$ cat src/rtl/bp_cce_cfg_loader_mc.sv
`default_nettype none
// ============================================================================
// bp_cce_cfg_loader_mc: loads each CCE's instruction RAM from boot ROM over the config link
// Revision: 1.0
// ============================================================================

module bp_cce_cfg_loader_mc #(
    parameter int inst_width_p          = 80,
    parameter int inst_ram_addr_width_p = 2,
    parameter int inst_ram_els_p        = 4,
    parameter int cfg_link_addr_width_p = 8,
    parameter int cfg_link_data_width_p = 64,
    parameter int num_cce_p             = 1,
    parameter int verify_p              = 0
) (
    input  logic                                               clk_i,
    input  logic                                               reset_i,
    output logic                                               freeze_o,
    output logic                                               done_o,
    output logic                                               error_o,
    output logic [((num_cce_p > 1) ? $clog2(num_cce_p) : 1)-1:0] cce_id_o,
    output logic [inst_ram_addr_width_p-1:0]                   boot_rom_addr_o,
    input  logic [inst_width_p-1:0]                            boot_rom_data_i,
    output logic [cfg_link_addr_width_p-2:0]                   config_addr_o,
    output logic [cfg_link_data_width_p-1:0]                   config_data_o,
    output logic                                               config_v_o,
    output logic                                               config_w_o,
    input  logic                                               config_ready_i,
    input  logic [cfg_link_data_width_p-1:0]                   config_data_i,
    input  logic                                               config_v_i,
    output logic                                               config_ready_o
);

    localparam int words_lp     = (inst_width_p + cfg_link_data_width_p - 1) / cfg_link_data_width_p;
    localparam int word_bits_lp = (words_lp > 1) ? $clog2(words_lp) : 1;
    localparam int cce_bits_lp  = (num_cce_p > 1) ? $clog2(num_cce_p) : 1;
    localparam int pad_width_lp = words_lp * cfg_link_data_width_p;

    typedef enum logic [2:0] {
        S_RESET   = 3'd0,
        S_PAUSE   = 3'd1,
        S_SEND    = 3'd2,
        S_RD_REQ  = 3'd3,
        S_RD_RESP = 3'd4,
        S_DONE    = 3'd5,
        S_ERROR   = 3'd6
    } state_e;

    state_e                           state_r;
    logic [word_bits_lp-1:0]          word_r;
    logic [inst_ram_addr_width_p-1:0] inst_r;
    logic [cce_bits_lp-1:0]           cce_r;
    logic                             freeze_r;
    logic                             done_r;
    logic                             error_r;

    logic [word_bits_lp-1:0]          word_nxt;
    logic [inst_ram_addr_width_p-1:0] inst_nxt;
    logic [cce_bits_lp-1:0]           cce_nxt;
    logic                             word_last;
    logic                             inst_last;
    logic                             cce_last;
    logic                             last_word;

    logic [pad_width_lp-1:0]          padded_inst;
    logic [cfg_link_data_width_p-1:0] expected_word;
    logic [cfg_link_addr_width_p-2:0] cfg_addr;
    int unsigned                      word_ofs;

    assign word_last = (word_r == word_bits_lp'(words_lp - 1));
    assign inst_last = (inst_r == inst_ram_addr_width_p'(inst_ram_els_p - 1));
    assign cce_last  = (cce_r == cce_bits_lp'(num_cce_p - 1));
    assign last_word = word_last & inst_last & cce_last;

    // Word counter is the fastest-moving field, then instruction, then CCE
    always_comb begin
        word_nxt = word_r + word_bits_lp'(1);
        inst_nxt = inst_r;
        cce_nxt  = cce_r;
        if (word_last) begin
            word_nxt = '0;
            inst_nxt = inst_r + inst_ram_addr_width_p'(1);
            if (inst_last) begin
                inst_nxt = '0;
                cce_nxt  = cce_r + cce_bits_lp'(1);
            end
        end
    end

    // Zero-extend the instruction so the final link word carries no stray bits
    always_comb begin
        padded_inst = '0;
        padded_inst[inst_width_p-1:0] = boot_rom_data_i;
        word_ofs = 32'(word_r) * cfg_link_data_width_p;
        expected_word = padded_inst[word_ofs +: cfg_link_data_width_p];
    end

    always_comb begin
        cfg_addr = '0;
        cfg_addr[cfg_link_addr_width_p-2] = 1'b1;
        cfg_addr[word_bits_lp-1:0] = word_r;
        cfg_addr[word_bits_lp +: inst_ram_addr_width_p] = inst_r;
    end

    always_ff @(posedge clk_i or posedge reset_i) begin
        if (reset_i) begin
            state_r  <= S_RESET;
            word_r   <= '0;
            inst_r   <= '0;
            cce_r    <= '0;
            freeze_r <= 1'b1;
            done_r   <= 1'b0;
            error_r  <= 1'b0;
        end else begin
            unique case (state_r)
                S_RESET: state_r <= S_PAUSE;
                S_PAUSE: state_r <= S_SEND;
                S_SEND: begin
                    if (config_ready_i) begin
                        if (verify_p != 0) begin
                            state_r <= S_RD_REQ;
                        end else if (last_word) begin
                            state_r  <= S_DONE;
                            freeze_r <= 1'b0;
                            done_r   <= 1'b1;
                        end else begin
                            word_r <= word_nxt;
                            inst_r <= inst_nxt;
                            cce_r  <= cce_nxt;
                        end
                    end
                end
                S_RD_REQ: begin
                    if (config_ready_i) begin
                        state_r <= S_RD_RESP;
                    end
                end
                S_RD_RESP: begin
                    if (config_v_i) begin
                        if (config_data_i != expected_word) begin
                            state_r <= S_ERROR;
                            error_r <= 1'b1;
                        end else if (last_word) begin
                            state_r  <= S_DONE;
                            freeze_r <= 1'b0;
                            done_r   <= 1'b1;
                        end else begin
                            state_r <= S_SEND;
                            word_r  <= word_nxt;
                            inst_r  <= inst_nxt;
                            cce_r   <= cce_nxt;
                        end
                    end
                end
                S_DONE:  state_r <= S_DONE;
                S_ERROR: state_r <= S_ERROR;
                default: state_r <= S_RESET;
            endcase
        end
    end

    assign freeze_o        = freeze_r;
    assign done_o          = done_r;
    assign error_o         = error_r;
    assign cce_id_o        = cce_r;
    assign boot_rom_addr_o = inst_r;
    assign config_addr_o   = cfg_addr;
    assign config_v_o      = (state_r == S_SEND) || (state_r == S_RD_REQ);
    assign config_w_o      = (state_r == S_SEND);
    assign config_ready_o  = (state_r == S_RD_RESP);
    assign config_data_o   = (state_r == S_RD_REQ) ? '0 : expected_word;

endmodule

`default_nettype wire

$ cat config.mk
export PLATFORM = sky130hd
export DESIGN_NAME = bp_cce_cfg_loader_mc
export DESIGN_NICKNAME = d
export VERILOG_FILES = /design/src/rtl/bp_cce_cfg_loader_mc.sv
export SDC_FILE = /design/constraint.sdc
export NUM_CORES = 1
export LEC_CHECK = 0
export ABC_AREA = 1
export BUFFER_PORTS_ARGS = -buffer_cell sky130_fd_sc_hd__buf_2
export CAP_MARGIN = 20
export CORE_ASPECT_RATIO = 1.75
export CORE_MARGIN = 8
export CORE_UTILIZATION = 42
export CTS_BUF_LIST = sky130_fd_sc_hd__clkbuf_8
export DETAILED_ROUTE_END_ITERATION = 6
export PLACE_DENSITY = 0.95
export SLEW_MARGIN = 15
export SYNTH_ARGS = -nofsm -noshare
export SYNTH_HDL_FRONTEND = slang
export SYNTH_SLANG_ARGS = --single-unit
$ cat constraint.sdc
create_clock -name clk_i -period 3.7 [get_ports clk_i]
set_clock_uncertainty 0.15 [all_clocks]
set_input_delay 0.185 -clock clk_i [delete_from_list [all_inputs] [get_ports clk_i]]
set_output_delay 0.185 -clock clk_i [all_outputs]
set_load 0.01 [all_outputs]
After elaboration in Yosys (flattened, before gate mapping)

Index checks and enable logic that the tools add are counted.

Output and inout bits: 80
RAM bits: 0
Register bits after elaboration: 10
ROM bits: 0
Latch bits: 0
Memories kept: 0
Word-level logic and storage cells: 71
Input port bits: 148

$add $sub $neg: 3
Bitwise gates (word level): 3
Equal/unequal tests: 13
Reductions and logical operators: 6
Shifts and indexed selects: 1
Order comparisons: 0
Multiply operators: 0
Multiplexer cells: 38
Div/mod/pow operators: 0

Operators by type and width:

| kind                                                            | number |
|---|---|
| 128-bit by 8-bit variable part select with 64-bit output        | 1 |
| 64-bit two-way mux                                              | 1 |
| 64-bit != test                                                  | 1 |
| 3-bit case mux with 7 select lines                              | 1 |
| 1-bit two-way mux                                               | 19 |
| 3-bit two-way mux                                               | 6 |
| 2-bit two-way mux                                               | 6 |
| 3-bit == test, second input constant                            | 3 |
| 1-bit case mux with 2 select lines                              | 4 |
| 4-bit AND reduction                                             | 2 |
| 3-bit by 2-bit == test with 1-bit output, second input constant | 2 |
| 2-bit != test, second input constant                            | 3 |
| 2-bit by 1-bit != test with 1-bit output, second input constant | 2 |
| 2-bit case mux with 2 select lines                              | 1 |
| 3-bit by 1-bit == test with 1-bit output, second input constant | 1 |
| 3-bit zero test                                                 | 1 |
| 3-bit AND reduction                                             | 1 |
| 1-bit adder, second input constant                              | 2 |
| 2-bit by 1-bit adder with 2-bit output, second input constant   | 1 |
| 1-bit AND                                                       | 2 |
| 2-bit == test, second input constant                            | 1 |
| 2-bit nonzero test                                              | 1 |
| 1-bit logical OR                                                | 1 |
| 1-bit inverter                                                  | 1 |

Longest topological paths before layout

Depth in word-level cells: 7
Mapped depth: 16
Gate-level depth less buffers: 15

Worst setup path before layout

Ideal clock, no wire load.

Path kind: register to register
Start: register word_r, in the netlist word_last
End: register inst_r[0], in the netlist boot_rom_addr_o[0]
Buffers on the path: 2
Library setup time: 117 ps
Clock period less this slack: 2018 ps
Setup slack: 1682 ps
Stages on the path, launching flop included: 15
Arrival: 1751 ps
Required time: 3433 ps
Cell sequence: dfrtp_1 -> inv_2 -> buf_4 -> buf_2 -> nand3_1 -> a21oi_1 -> nand2_1 -> nor2_1 -> nand2_1 -> nor2_2 -> nand2_1 -> nand2_2 -> nand3_1 -> nand2_1 -> nand2_1

Longest elaborated chain between the ends: 6
Elaborated cells on any way between the ends: 12
Classes of those cells: eq/ne (2); shift (1); mux (6); bitwise (2); reduce/logical (1)

Ends and longest elaborated chain:

| item                                                                                             | line | RTL |
|---|---|---|
| start: declaration                                                                               | 50   | `logic [word_bits_lp-1:0] word_r;` |
| start signal: assignment                                                                         | 127  | `word_r <= word_nxt;` |
| start signal: assignment                                                                         | 149  | `word_r <= word_nxt;` |
| branches (longest 6 deep; another with 128-bit by 8-bit variable part select with 64-bit output) | n/a  |  |
| end signal: assignment                                                                           | 128  | `inst_r <= inst_nxt;` |
| end signal: assignment                                                                           | 150  | `inst_r <= inst_nxt;` |
| end: declaration                                                                                 | 51   | `logic [inst_ram_addr_width_p-1:0] inst_r;` |

Parallel ways; which one is timed is not known. The select of a mux whose other input is x is not followed.
A chain may end at the register's enable or synchronous reset.

Final worst setup path

Start: register word_r, in the netlist word_last
End: register inst_r[1], in the netlist boot_rom_addr_o[1]

The elaborated chain is that of the path after synthesis.

==> results.toml <==
[floorplanning]
initial_core_util_pct = 43.0
fp.dieW_um = 74.2
dieHeight_um = 118
fp.dieArea_um2 = 8740
rows = 37
fp.coreArea_um2 = 5790
boundaryPins = 228

[cts]
htreeDepth = 1
clock-sinks = 10
root_buffer = "clkbuf_8"
cts_buffers = 3
cts_tree = "built"
clock_latency_ns = 0.25
cts.reportedPaths.clkPinSlew_ns = 0.05
post_cts_buffers = 0
cts_buffer_depth = 2

[setup_path]
rr_startpoint = "word_last"
crit_type = "flip-flop to flip-flop"
cp-end-kind = "flip-flop"
cp_max_fo = 97
critPathLaunch = "word_last"
worstPathArrival_ns = 2.67
required_ns = 3.68
startpoint_type = "flip-flop"

[timing]
rsz0062_at_grt = "false"
worst_slack_ns = 1.01
setup_tns_ns = 0
hold_violations = 0
drv_slew = 0
worstMarginPinSlew_ns = 0.729
max_freq_ghz = 0.372
timing.final.crit_share_pct = 72.7
relSlewSlack_pct = 51.1
final.min_clock_period_ns = 2.69
setup_viol = 0

[place]
place_hpwl_mm = 9.21
pre_cts_slack_ns = 1.02
place.gp.congestion = 0.937
portBuffers = 223
placedCellCount = 789

[power_and_ir_drop]
internal_power_uw = 884
leakagePower_nw = 2.37
p_seq_share_pct = 9.6
p_sw_mw = 1.20
ir_drop_mv = 0.570
switching_share_pct = 57.6
p_per_area_nw_per_um2 = 567
clkPwrFrac_pct = 7.0
p_comb_share_pct = 83.4

[route]
drtPass1Iterations = 5
totalWireLength_mm = 10.8
avgRoutedWirePerCell_um = 13.6
viasPerCell = 4.97
drt_iter0_drc = 234
antenna_left = 0
post-route-drc-count = 0
num_vias = 3957

[grt]
grt_util_all_layers_pct = 23.7
grt_pass1_wl_mm = 17.1
grt_max_degree = 98
grt-ovfl-total = 0
first_global_vias = 3965
antenna_found_initial = 2

[finish]
multiInputGateArea_um2 = 1950
instances_no_fill = 796
finish.utilization_pct = 63.5
num-nets-final = 866
num-fill-cells = 536
regArea_um2 = 251
area_growth_pct = 47.7
drive_gt1_share_pct = 33.2

[yosys]
synth.top_cell.area_share_pct = 34.5
ys_warn_count = 0
ys_types = 30
synth.area.top_cells = "nand2_1 (35%), nor2_1 (15%), nand3b_1 (11%)"
synth-seq-cells = 10
netlist_area_um2 = 2490
synth.largest_area_cell = "nand2_1"
yosysSeqAreaShare_pct = 10.1
syn_inst = 508
postSynthAreaPerCell_um2 = 4.90

[flow_run]
max-cap-violations = 0

[hold_path]
hold_path.class = "input pin to flip-flop"
min_from = "config_v_i"

[run_status]
status = "finished, final reports clean"
[through the flow]
stage / hold WS (ns) / cell area [um2] / power [mW]
after floorplan: -0.126 / 2500 / 1.36
after global placement: 0.0294 / 3610 / 1.87
after detailed placement: 0.0369 / 3610 / 1.93
after CTS: 0.0701 / 3670 / 2.09
after global routing: 0.0954 / 3680 / 2.29
final: 0.0804 / 3680 / 2.09
[worst max-delay path, stage by stage (launching register included)]
cell and delay, ns:
dfrtp_1 0.36, buf_4 0.22, inv_2 0.09, buf_12 0.31, nand2_1 0.12, nand2_1 0.08, nand2_1 0.07, a21oi_1 0.15
nand2_1 0.07, nor2_1 0.12, nand2_1 0.08, nor2_2 0.15, nand2_1 0.13, nand2_2 0.14, nand3_1 0.11, nand2_1 0.11
nand2_1 0.06
[layout by cell type, fill, tap and decap left out, types with 2 or more instances in the layout]
cell,instances
nand4_1,2
xnor2_1,13
nand3b_1,35
nand3_1,20
buf_4,2
xor2_1,4
nand2_1,229
clkbuf_8,4
inv_1,41
buf_2,223
a21oi_1,14
conb_1,4
diode_2,2
nor2_2,2
dfrtp_1,9
nor2_1,97
[synth_stat cells]
cell	instances
nand2_1	229
nor2_1	98
inv_1	41
nand3b_1	35
nand3_1	20
a21oi_1	14
xnor2_1	13
buf_2	9
buf_4	9
dfrtp_1	9
clkbuf_1	6
xor2_1	4
conb_1	2
nand4_1	2
nor2_2	2
a211oi_1	1
a21boi_0	1
a21boi_1	1
a21o_1	1
a31o_2	1
a31oi_1	1
buf_6	1
dfstp_2	1
ha_1	1
inv_2	1
nand2_2	1
nor3_1	1
nor3_2	1
o21ai_0	1
o31ai_1	1
[sequential cells by signal (all words and copies together) (netlist names)]
register and count:
boot_rom_addr_o 2, cce_id_o 1, done_o 1, error_o 1
freeze_o 1, state_r 3, word_last 1
[per-layer routing]
metal	vias up	track usage (%)	routed length [um]
met5	-	0	0
met3	36	4.69	973
met2	203	45.0	5770
li1	1980	-	-
met4	0	10.8	442
met1	1738	22.6	3620
[timing repair]
item	CTS	global route
endpoints found under the hold margin	9	0
hold buffers	1	0
gates resized for setup	0	0
[power groups by stage]
stage | logic [mW] | registers (mW) | clock network [mW]
global placement | 1.68 | 0.195 | 0
global route | 1.94 | 0.205 | 0.146
finish | 1.74 | 0.200 | 0.146
detailed placement | 1.73 | 0.199 | 0
floorplan | 1.16 | 0.201 | 0
CTS | 1.74 | 0.197 | 0.146
[layout make-up]
cell class | instances | share of cell area (%)
Timing Repair Buffer | 227 | 31.6
Antenna cell | 2 | 0.136
Multi-Input combinational cell | 433 | 53.0
Clock buffer | 4 | 1.50
Sequential cell | 10 | 6.84
Inverter | 42 | 4.29
Tap cell | 78 | 2.65
[cell families (layout without fill, tap and decap cells)]
| family | after synthesis | in the layout | share of synthesized area [%] |
|---|---|---|---|
| flip-flops | 10 | 10 | 10.1 |
| XOR/XNOR | 17 | 17 | 5.98 |
| adder cells (fa/ha/maj) | 1 | 1 | 0.503 |
| other | 2 | 6 | 0.302 |
| buffers and inverters | 67 | 273 | 12.2 |
| AO/OA/AOI/OAI | 22 | 22 | 5.13 |
| AND/OR/NAND/NOR | 389 | 389 | 65.8 |
[worst paths after layout]
path,to,slack (ns),cells past startpoint
worst max-delay path,boot_rom_addr_o[1],1.01,16
worst min-delay path,error_o,0.08,2
worst max register to register,boot_rom_addr_o[1],1.01,16
worst min register to register,done_o,0.30,1
max in group asynchronous,freeze_o,2.77,3
min in group asynchronous,error_o,0.31,3
(Power assumes the default switching activity.)
